===== src/rtl/div_unit_pkg.sv =====
// div_unit_pkg
//   Shared constants, state encoding and a helper for the EX-stage divider.
//   Contents:
//     div_state_e              2-bit divider state codes
//     ZeroWord                 32-bit zero
//     DivResultReady/NotReady  ready_o levels
//     DivStart/DivStop         start_i levels
//     neg_if()                 conditional two's-complement negate
package div_unit_pkg;

    typedef enum logic [1:0] {
        DivFree   = 2'b00,
        DivByZero = 2'b01,
        DivOn     = 2'b10,
        DivEnd    = 2'b11
    } div_state_e;

    localparam logic [31:0] ZeroWord          = 32'h0000_0000;
    localparam logic        DivResultReady    = 1'b1;
    localparam logic        DivResultNotReady = 1'b0;
    localparam logic        DivStart          = 1'b1;
    localparam logic        DivStop           = 1'b0;
    localparam logic [5:0]  DivSteps          = 6'd32;

    // Negating 0x80000000 yields 0x80000000, which is exactly the
    // magnitude wanted for the most negative operand.
    function automatic logic [31:0] neg_if(input logic [31:0] x, input logic en);
        return en ? (~x + 32'd1) : x;
    endfunction

endpackage


===== src/rtl/div_unit.sv =====
// div_unit
//   Multi-cycle 32-bit radix-2 restoring divider (DIV / DIVU) for the EX stage.
//   One quotient bit per cycle; result valid 33 edges after the start edge.
//   Ports:
//     clk           system clock, rising edge
//     rst           asynchronous active-low reset
//     signed_div_i  1 = signed (DIV), 0 = unsigned (DIVU)
//     opdata1_i     dividend
//     opdata2_i     divisor
//     start_i       request, held high until the result is consumed
//     annul_i       abort (flush / exception)
//     result_o      {remainder, quotient}
//     ready_o       result valid, high only in DivEnd
//
//   state     | meaning
//   DivFree   | idle, waiting for start_i
//   DivByZero | divisor was zero, result forced to 0
//   DivOn     | iterating, cnt counts completed quotient bits
//   DivEnd    | result valid until start_i drops or annul_i
module div_unit
    import div_unit_pkg::*;
(
    input  logic        clk,
    input  logic        rst,
    input  logic        signed_div_i,
    input  logic [31:0] opdata1_i,
    input  logic [31:0] opdata2_i,
    input  logic        start_i,
    input  logic        annul_i,
    output logic [63:0] result_o,
    output logic        ready_o
);

    div_state_e  state;
    div_state_e  state_next;
    logic [5:0]  cnt;
    logic [31:0] divisor;
    logic [63:0] sr;        // {partial remainder, dividend/quotient bits}
    logic        neg_q;
    logic        neg_r;
    logic [31:0] mag1;
    logic [31:0] mag2;
    logic [32:0] diff;
    logic        take;
    logic        go;

    assign go   = (start_i == DivStart) && !annul_i;
    assign mag1 = neg_if(opdata1_i, signed_div_i & opdata1_i[31]);
    assign mag2 = neg_if(opdata2_i, signed_div_i & opdata2_i[31]);

    // The shifted partial remainder is 33 bits (sr[63:31]). Its top bit set
    // means it certainly exceeds the divisor; otherwise the low 32 bits are
    // trial-subtracted. Either way diff[31:0] is the correct new remainder.
    assign diff = {1'b0, sr[62:31]} - {1'b0, divisor};
    assign take = sr[63] | ~diff[32];

    assign ready_o = (state == DivEnd) ? DivResultReady : DivResultNotReady;

    always_ff @(posedge clk or negedge rst) begin
        if (!rst) begin
            state <= DivFree;
        end else begin
            state <= state_next;
        end
    end

    always_comb begin
        state_next = state;
        case (state)
            DivFree: begin
                if (go) begin
                    state_next = (opdata2_i == ZeroWord) ? DivByZero : DivOn;
                end
            end
            DivByZero: state_next = DivEnd;
            DivOn: begin
                if (annul_i) begin
                    state_next = DivFree;
                end else if (cnt == DivSteps) begin
                    state_next = DivEnd;
                end
            end
            DivEnd: begin
                if (annul_i || (start_i == DivStop)) begin
                    state_next = DivFree;
                end
            end
            default: state_next = DivFree;
        endcase
    end

    always_ff @(posedge clk or negedge rst) begin
        if (!rst) begin
            cnt      <= 6'd0;
            divisor  <= ZeroWord;
            sr       <= 64'd0;
            neg_q    <= 1'b0;
            neg_r    <= 1'b0;
            result_o <= 64'd0;
        end else begin
            case (state)
                DivFree: begin
                    if (go && (opdata2_i != ZeroWord)) begin
                        cnt     <= 6'd0;
                        divisor <= mag2;
                        sr      <= {ZeroWord, mag1};
                        neg_q   <= signed_div_i & (opdata1_i[31] ^ opdata2_i[31]);
                        neg_r   <= signed_div_i & opdata1_i[31];
                    end
                end
                DivByZero: result_o <= 64'd0;
                DivOn: begin
                    if (!annul_i) begin
                        if (cnt != DivSteps) begin
                            sr  <= take ? {diff[31:0], sr[30:0], 1'b1}
                                        : {sr[62:0], 1'b0};
                            cnt <= cnt + 6'd1;
                        end else begin
                            result_o <= {neg_if(sr[63:32], neg_r),
                                         neg_if(sr[31:0], neg_q)};
                        end
                    end
                end
                DivEnd: begin
                    if (annul_i || (start_i == DivStop)) begin
                        result_o <= 64'd0;
                    end
                end
                default: ;
            endcase
        end
    end

endmodule


===== config.mk =====
export PLATFORM = sky130hd
export DESIGN_NAME = div_unit
export DESIGN_NICKNAME = d
export VERILOG_FILES = /design/src/rtl/div_unit_pkg.sv /design/src/rtl/div_unit.sv
export SDC_FILE = /design/constraint.sdc
export NUM_CORES = 1
export LEC_CHECK = 0
export ABC_AREA = 1
export CELL_PAD_IN_SITES_DETAIL_PLACEMENT = 0
export CELL_PAD_IN_SITES_GLOBAL_PLACEMENT = 1
export CORE_AREA = 2 2 169 188
export CTS_CLUSTER_DIAMETER = 60
export CTS_CLUSTER_SIZE = 8
export DETAILED_ROUTE_END_ITERATION = 6
export DIE_AREA = 0 0 171 190
export PLACE_DENSITY = 0.89
export SYNTH_ARGS = -nofsm -noshare
export SYNTH_HDL_FRONTEND = slang
export SYNTH_SLANG_ARGS = --single-unit

===== constraint.sdc =====
create_clock -name clk -period 3.35 [get_ports clk]
set_input_delay 0.335 -clock clk [delete_from_list [all_inputs] [get_ports clk]]
set_output_delay 0.335 -clock clk [all_outputs]
set_load 0.02 [all_outputs]

==> metrics.md <==
| Metric | Value |
|---|---|
| Total track usage | `0.264` |
| HP Class | `primary input to asynchronous set/reset pin` |
| Non-filler cells, final | `2,665` |
| Post-synth EDFFs | `0` |
| Worst setup path class | `flop to flop` |
| Power, Total | `0.0135 W` |
| TritonCTS buffer count | `17` |
| Number of nets in the synthesized netlist | `2,232` |
| Post-route setup TNS | `0 ns` |
| Critical-path top delay cell | `dfrtp_1` |
| Worst setup path startpoint | `sr[31]$_DFFE_PN0P_` |
| Ports placed on the boundary | `134` |
| Kind of capture point of the worst setup path | `flop` |
| Top cell by count, worst path | `nand2_1` |
| Layout cells sized above 1 | `0.0392` |
| Flops & latches, synth | `170` |
| Wire length of the first global-routing pass | `67.4 mm` |
| Period utilisation layout | `0.842` |
| Total Nets Final | `2,340` |
| RSZ-0062 raised after global routing | `no` |
| Initial Util | `0.432` |
| Detailed placer's ending HPWL | `34.0 mm` |
| Commonest non-fill, non-tap cells in the layout | `nand2_1, inv_1, nand3_1, nor2_1, dfrtp_1` |
| Area used by sequential logic in the layout | `4250 sq um` |
| Combined area of the multi-input logic cells | `7530 sq um` |
| Pin count of the biggest net entering global routing | `87` |
| CTS resizes | `0` |
| CTS tree | `yes` |
| Overall die width | `171 um` |
| Status | `finished, violations left` |
| Shortest clock period the worst path allows after layout | `2.82 ns` |
| Floorplan die height | `190 um` |
| Proportion of synthesized chip area in sequential cells | `0.320` |
| Signal arrival time at the worst endpoint | `3.15 ns` |
| Avg Synthesized Cell Area | `6.26 sq um` |
| Final std cell area, no fill | `15,600 sq um` |
| Setup violators final | `0` |
| Post-route core utilization | `0.506` |
| # rows | `68` |
| Setup slack, reg-to-reg | `0.53 ns` |
| Maximum VDD drop | `0.502 mV` |
| Worst-path maximum fanout | `34` |
| Main flop type after synthesis | `dfrtp_1` |
| Number of vias per cell | `5.23` |
| Clock transition at the registers of the reported paths | `0.07 ns` |
| Depth of the worst register-to-register path | `15` |
| Max transition margin | `0.400` |
| Post-synthesis to final-layout area growth | `17.2%` |
| Hold violation count in the final report | `42` |
| Core area | `30,800 sq um` |
| Number of instances in the synthesized netlist | `2,124` |
| Antenna fix cells | `0` |
| Violation count after the first detailed-routing iteration | `964` |
| CTS Root Cell | `clkbuf_16` |
| Worst Clk Skew | `0.0130 ns` |
| Total via count after detailed routing | `13,900` |
| H-tree levels | `4` |
| Most frequent standard cell in the layout excluding fill and tap cells | `nand2_1` |
| Leakage power total | `7.97 nW` |
| Number of max-capacitance violations reported | `0` |
| Source-to-sink clock delay at the later pin of the worst-skew pair | `0.44 ns` |
| Cell family with the largest share of critical-path delay | `simple AND/OR/NAND/NOR gates` |
| Number of iterations in the first detailed-routing pass | `6` |
| Total gr overflow | `0` |
| Post-place instance area | `15,000 sq um` |
| Antenna-violating nets left | `0` |
| Ys async rst share | `1.00` |
| Buffers and inverters on the worst path | `2` |
| Routed wirelength normalized by instance count | `16.0 um` |
| Maximum count of clock buffers along a single path | `2` |
| Reg2Reg Launch Point | `sr[31]$_DFFE_PN0P_` |
| Power density over cell area | `865 nW/um^2` |
| Number of filler instances in the final layout | `3,202` |
| Remaining design rule violation count | `0` |
| Max-slew violations | `0` |
| CP Cell Sequence | `inv_1 > ha_1 > fa_1 > inv_1 > nand2_1 > nand2_1 > nand3_1 > nand2_1 > nand2_1 > nand2_2 > nand3_4 > nand2_4 > nand3_1 > nand2_1 > nand2_1` |
| Antenna violations before repair | `0` |
| Netlist area before placement | `13,300 sq um` |
| CTS sink count | `170` |
| Req. time, crit path | `3.68 ns` |
| Quantity of I/O buffers inserted on ports | `133` |
| Routability Congestion | `0.941` |
| Vias in the first global route | `12,900` |
| Violations in the final reports | `hold timing` |
| Actual transition at the worst max-transition pin | `0.899 ns` |
| Cell count after placement | `2,633` |
| Maximum cell stage delay along the critical path | `0.38 ns` |
| Final Routed Wirelength | `42.5 mm` |
| Die outline area | `32,500 sq um` |
| Maximum achievable frequency | `354 MHz` |
| CP Launch Type | `flop` |
| Count of buffers added by post-CTS timing repair for setup | `0` |
| Count of unique library cells instantiated by Yosys | `45` |
| Reg-to-reg endpoint | `sr[57]$_DFFE_PN0P_` |
| # hold bufs at CTS | `0` |
| Yosys Warn Count | `0` |
| Worst hold margin | `-0.0255 ns` |
registers in the layout (all words and copies together), names as in the netlist:
| name | cells |
|---|---|
| neg_q | 1 |
| cnt | 6 |
| state | 2 |
| neg_r | 1 |
| result_o | 64 |
| sr | 64 |
| divisor | 32 |
Yosys cell counts, drive strengths merged, types with 3 or more instances:
master | number | area [sq um]
or2 | 5 | 31.3
xnor2 | 22 | 193
clkbuf | 23 | 87.6
nand4 | 32 | 200
inv | 315 | 1180
o22ai | 4 | 25.0
and2 | 5 | 31.3
nand3b | 10 | 75.1
o211ai | 3 | 22.5
o41ai | 6 | 52.6
nor4 | 6 | 37.5
xor2 | 29 | 254
o31ai | 12 | 90.1
dfrtp | 170 | 4250
nor2 | 191 | 744
nand2 | 711 | 2690
nand3 | 213 | 1080
buf | 41 | 246
nor3 | 36 | 196
ha | 38 | 475
a21oi | 66 | 334
o21ai | 176 | 892
cells by family after synthesis:
| logic type | count (synthesis) | share of synthesized area |
|---|---|---|
| simple gates | 1209 | 0.383 |
| buf+inv | 379 | 0.114 |
| compound gates | 276 | 0.112 |
| flops | 170 | 0.320 |
| xor+xnor | 51 | 0.0336 |
| fa+ha+maj | 39 | 0.0373 |
layer usage:
metal,vias up,wire length [um],track usage,part of all wire
met1,6475,18800,0.347,0.44
li1,6989,-,-,-
met5,-,0,0,0
met2,384,20000,0.435,0.47
met4,0,1820,0.119,0.043
met3,92,1820,0.0327,0.043
per-stage QoR:
step / hold WS, ns / setup slack (ns)
detailed placement: 0.465 / 0.561
floorplan: 0.0394 / 1.23
CTS: 0.00222 / 0.537
finish: -0.0255 / 0.528
global placement: 0.464 / 0.553
global route: 0.0356 / 0.272
where the power goes:
| part | leakage [nW] | switching [W] | internal, W |
|---|---|---|---|
| Clock | 0.266 | 0.000881 | 0.00107 |
| Combinational | 5.46 | 0.00559 | 0.00266 |
| Sequential | 2.24 | 0.000621 | 0.00265 |
worst reg2reg max path, stage by stage (launching register included):
cell	delay (ns)
dfrtp_1	0.38
inv_1	0.14
ha_1	0.25
fa_1	0.38
inv_1	0.13
nand2_1	0.09
nand2_1	0.09
nand3_1	0.07
nand2_1	0.20
nand2_1	0.09
nand2_2	0.11
nand3_4	0.08
nand2_4	0.31
nand3_1	0.22
nand2_1	0.12
nand2_1	0.05
layout make-up:
type | count | area share
sequential | 170 | 0.273
multi-input combinational | 1575 | 0.483
timing repair buffer | 153 | 0.0975
clock inverter | 12 | 0.00722
clock buffer | 20 | 0.0293
inverter | 315 | 0.0759
tap | 420 | 0.0337
worst max-delay path by stage:
stage / end / slack (ns) / cells after the start
after floorplan: sr[34]$_DFFE_PN0P_ / 1.23 / 16
after global placement: sr[51]$_DFFE_PN0P_ / 0.55 / 15
after detailed placement: sr[51]$_DFFE_PN0P_ / 0.56 / 15
after CTS: sr[51]$_DFFE_PN0P_ / 0.54 / 15
after global routing: sr[55]$_DFFE_PN0P_ / 0.27 / 15
final: sr[57]$_DFFE_PN0P_ / 0.53 / 15
(Power assumes the default switching activity.)
